## src/rtl/ring_marquee.sv

```systemverilog
// ring_marquee: WIDTH-bit rotating ring with a prescaler, wrap/bounce modes,
// parallel load and a tracked rotation offset for a downstream decoder.
module ring_marquee #(
   parameter int                 WIDTH         = 13,
   parameter int                 PRESCALE_W    = 8,
   parameter logic [WIDTH-1:0]   RESET_PATTERN = {{(WIDTH-1){1'b1}}, 1'b0}
) (
   input  logic                      clk,
   input  logic                      rst_n,
   input  logic                      en,
   input  logic                      dir,
   input  logic                      mode,
   input  logic [PRESCALE_W-1:0]     period,
   input  logic                      load,
   input  logic [WIDTH-1:0]          load_data,
   output logic [WIDTH-1:0]          pattern,
   output logic [$clog2(WIDTH)-1:0]  pos,
   output logic                      cur_dir,
   output logic                      step_pulse
);

   localparam int               POS_W   = $clog2(WIDTH);
   localparam logic [POS_W-1:0] POS_MAX = POS_W'(WIDTH - 1);

   logic [PRESCALE_W-1:0] cnt;
   logic                  tick;
   logic                  step_dn;
   logic                  nxt_dir;
   logic [WIDTH-1:0]      rot_up;
   logic [WIDTH-1:0]      rot_dn;
   logic [POS_W-1:0]      pos_up;
   logic [POS_W-1:0]      pos_dn;

   // A tick fires once cnt reaches period; ">=" makes a lowered period
   // take effect on the next enabled cycle instead of wrapping the counter.
   assign tick = en && (cnt >= period);

   // Direction of the next step plus the rotated candidates in both directions.
   // Bounce turns around at the ends and steps away in the same tick.
   always_comb begin
      step_dn = dir;
      nxt_dir = dir;
      if (mode) begin
         step_dn = cur_dir;
         nxt_dir = cur_dir;
         if (!cur_dir && pos == POS_MAX) begin
            step_dn = 1'b1;
            nxt_dir = 1'b1;
         end else if (cur_dir && pos == '0) begin
            step_dn = 1'b0;
            nxt_dir = 1'b0;
         end
      end
      rot_up = {pattern[WIDTH-2:0], pattern[WIDTH-1]};
      rot_dn = {pattern[0], pattern[WIDTH-1:1]};
      pos_up = (pos == POS_MAX) ? '0 : pos + POS_W'(1);
      pos_dn = (pos == '0) ? POS_MAX : pos - POS_W'(1);
   end

   // Ring state: reset > load > step > hold; step_pulse marks the cycle
   // in which the freshly rotated value is visible.
   always_ff @(posedge clk) begin
      if (!rst_n) begin
         pattern    <= RESET_PATTERN;
         pos        <= '0;
         cnt        <= '0;
         cur_dir    <= 1'b0;
         step_pulse <= 1'b0;
      end else if (load) begin
         pattern    <= load_data;
         pos        <= '0;
         cnt        <= '0;
         cur_dir    <= dir;
         step_pulse <= 1'b0;
      end else begin
         step_pulse <= tick;
         if (tick) begin
            cnt     <= '0;
            pattern <= step_dn ? rot_dn : rot_up;
            pos     <= step_dn ? pos_dn : pos_up;
            cur_dir <= nxt_dir;
         end else if (en) begin
            cnt <= cnt + PRESCALE_W'(1);
         end
      end
   end

endmodule
```

## config.mk

```make
export PLATFORM = sky130hd
export DESIGN_NAME = ring_marquee
export DESIGN_NICKNAME = d
export VERILOG_FILES = /design/src/rtl/ring_marquee.sv
export SDC_FILE = /design/constraint.sdc
export NUM_CORES = 1
export LEC_CHECK = 0
export ABC_AREA = 1
export BUFFER_PORTS_ARGS = -buffer_cell sky130_fd_sc_hd__buf_2
export CAP_MARGIN = 20
export CORE_MARGIN = 2
export CORE_UTILIZATION = 45
export CTS_CLUSTER_SIZE = 30
export DETAILED_ROUTE_END_ITERATION = 6
export PLACE_DENSITY = 0.77
export SYNTH_ARGS = -nofsm -noshare
export SYNTH_HDL_FRONTEND = slang
export SYNTH_SLANG_ARGS = --single-unit
```

## constraint.sdc

```tcl
create_clock -name clk -period 3.82 [get_ports clk]
set_input_delay 0.764 -clock clk [delete_from_list [all_inputs] [get_ports clk]]
set_output_delay 0.764 -clock clk [all_outputs]
set_load 0.03 [all_outputs]
```

==> metrics <==
CTS Buf Count=3; number of max-cap violations=0; Post-DRT Antenna Nets=0; syn_area_per_cell=6.49 um^2; Worst path max stage delay=0.31 ns; Post-synth EDFFs=0; register area share after synthesis=29.0%; vias in the first global route=1732; r2r setup slk=1.85 ns; CP Buf/Inv Count=2; post-CTS sizing=0; Simple-Gate Fraction of Synth Area=44.1%; Crit Path Category=in2reg; gr ovfl total=0; mux cell area share after synthesis=0.537%; CTS Root Cell=clkbuf_8; global-route wire length before repair=7220 um; RSZ-0062 raised after global routing=false; fillcell total=412; Synth Warn #=0; crit-path max FO=18; Worst Hold Depth=2; share of cells above drive strength 1=18.8%; gr usage total=19.9%; FF+latch count, synth=27; CP cell instances=buf_2 > inv_1 > ha_1 > a21oi_1 > nor2_1 > nor2_1 > nand3_1 > nand2_2 > nand2_1 > nor3_1; RD Place Congestion=0.865; CORE AREA=0.00400 mm^2; Tightest Hold Check Type=reg2reg; asr flop ratio synth=0%; hold buffer count at CTS=0; R2R Path End=cnt[2]; Slew @ Worst Pin=0.537 ns; DP HPWL=3200 um; die footprint=0.00467 mm^2; Leak=1.17 nW; count leader, synth=nand3_1; Critical Path Source Type=input pin; multi-input logic area=0.00110 mm^2; register area=541 um^2; Post-Synth Adder-Cell Area=7.39%; Synth Area in Compound Gates=4.30%; pwr dens=290 mW/mm^2; Worst Path Arrival=2.38 ns; initial antenna violation count=0; Hold Startpoint=pattern[0]; Starting Density=46.6%; Mapped Area=0.00186 mm^2; top post-synthesis cells by count=nand3_1 (74), nand2_1 (68), inv_1 (38); Vias/cell=5.14; n_diodes=0; setup_tns=0 ns; Area contributors post-synth=dfxtp_1 (29%), nand3_1 (20%), nand2_1 (14%), inv_1 (7.7%), ha_1 (7.4%); Final Cycle Share=57.1%; CP most frequent cell=nor2_1; largest net degree at the start of global routing=19; nature of the critical path endpoint=flop; Syn-to-layout area delta=14.1%; H-Tree Depth=1; Final Hold Fails=0; DRC Markers=0; top cell family by delay on the critical path=simple AND/OR/NAND/NOR gates; clock slew at reported path FFs=0.09 ns; share of the synthesized area in the top cell type=29.0%; Post-Synth XOR/XNOR Area=2.82%; Main synth FF type=dfxtp_1; I/O pin cnt=46; Vias=1924; 1st-pass router iterations=4; Post-CTS Setup Bufs=0; status=completed; CTS Sinks=27; port bufs=45; row cnt=23; cell count of the worst reg-to-reg path=8; largest family of logic cells by synthesized area=simple AND/OR/NAND/NOR gates; Max Clock Skew=0.00281 ns; max-slew violations=0; final setup fails=0; Skew-Pair Late Insertion Delay=0.28 ns; Worst VDD drop=0.242 mV; Die X=68.3 um; launching point of the worst reg2reg path=cnt[5]; Clock Tree Buf Depth=2; Final Critical Period=2.18 ns; fmax=458 MHz; Yosys cell types=26; post-DR wirelength/cell=11.4 um; critical path data required time=4.02 ns; CTS tree=built; Synth Instances=287; worst min-delay path endpoint=pattern[0]; Post-Syn Nets=325; routed wire length=4260 um; Design Power=0.616 mW; top cell type by total area after synthesis=dfxtp_1; slowest stage cell, crit path=nand2_1; Die Height=68.3 um; max_slew headroom=64.1%; Layout Nets=363; initial DRC count=261
[power breakdown]
part | total [mW] | internal [mW] | switching (mW)
clock network | 0.167 | 0.0733 | 0.0938
registers | 0.304 | 0.294 | 0.00989
logic | 0.145 | 0.0505 | 0.0945
total | 0.616 | 0.418 | 0.198
[state kept, by name, summed over array words and instances, names as in the netlist]
register	count
cnt	8
cur_dir	1
pattern	13
step_pulse	1
pos	4
[final cells by class]
cell class              instances  share of cell area (%)
clock inverters                 1                   0.235
inverters                      38                    6.71
multi-input cells             209                    51.8
clock buffers                   3                    1.94
well taps                      50                    2.94
flip-flops and latches         27                    25.4
repair buffers                 46                    10.9
[cells by family (layout without fill, tap and decap cells)]
family | count (synthesis) | after routing
compound gates | 15 | 15
xor+xnor | 6 | 6
fa+ha+maj | 11 | 11
buf+inv | 51 | 88
flops | 27 | 27
mux | 1 | 1
simple gates | 176 | 176
[stage by stage]
stage | hold slack, ns | util, % | worst slack, ns | cells | area, um^2
after CTS | 0.519 | 53.1 | 1.61 | 374 | 2130
after detailed placement | 0.498 | 52.0 | 1.32 | 370 | 2080
after floorplan | 0.483 | - | 1.78 | 287 | 1860
after global placement | 0.497 | 52.0 | 1.38 | 370 | 2080
final | 0.520 | 53.1 | 1.64 | 374 | 2130
after global routing | 0.541 | 53.1 | 1.36 | 374 | 2130
[worst max path at each step]
stage                          from          end  slack, ns  cells after the start
after floorplan           period[7]  pattern[10]       1.78                     10
after global placement    period[5]       cnt[0]       1.38                     10
after detailed placement  period[5]   pattern[4]       1.32                     11
after CTS                 period[5]       pos[1]       1.61                     10
after global routing      period[5]       pos[1]       1.36                     10
final                     period[5]       cnt[2]       1.64                     10
[layer usage]
| layer | wire length (um) | up-vias | part of all wire, % | track usage [%] |
|---|---|---|---|---|
| li1 | - | 1008 | - | - |
| met3 | 241 | 2 | 5.7 | 4.61 |
| met2 | 2020 | 49 | 47 | 32.4 |
| met5 | 0 | - | 0 | 0 |
| met1 | 1970 | 865 | 46 | 26.2 |
| met4 | 26 | 0 | 0.61 | 5.25 |
[worst min-delay path: cells and delay by family (launching register included)]
kind | cells | cell delay (ns)
simple gates | 2 | 0.14
flops | 1 | 0.34
[cell usage in the layout, fill, tap and decap left out]
master,n
ha_1,11
nand3_4,1
buf_4,1
and3_1,1
a21o_1,1
buf_2,45
nand4_1,2
a21oi_1,5
clkbuf_8,3
nor3_1,2
o21ai_1,3
xor2_1,4
clkinv_2,1
mux2i_1,1
nand2_2,5
nand3_2,4
o211ai_1,1
nand3_1,74
nand3b_1,1
nor2_2,1
o21ai_0,5
xnor2_1,2
inv_1,38
dfxtp_1,27
nand2_1,68
nor2_1,17
(Power assumes the default switching activity.)
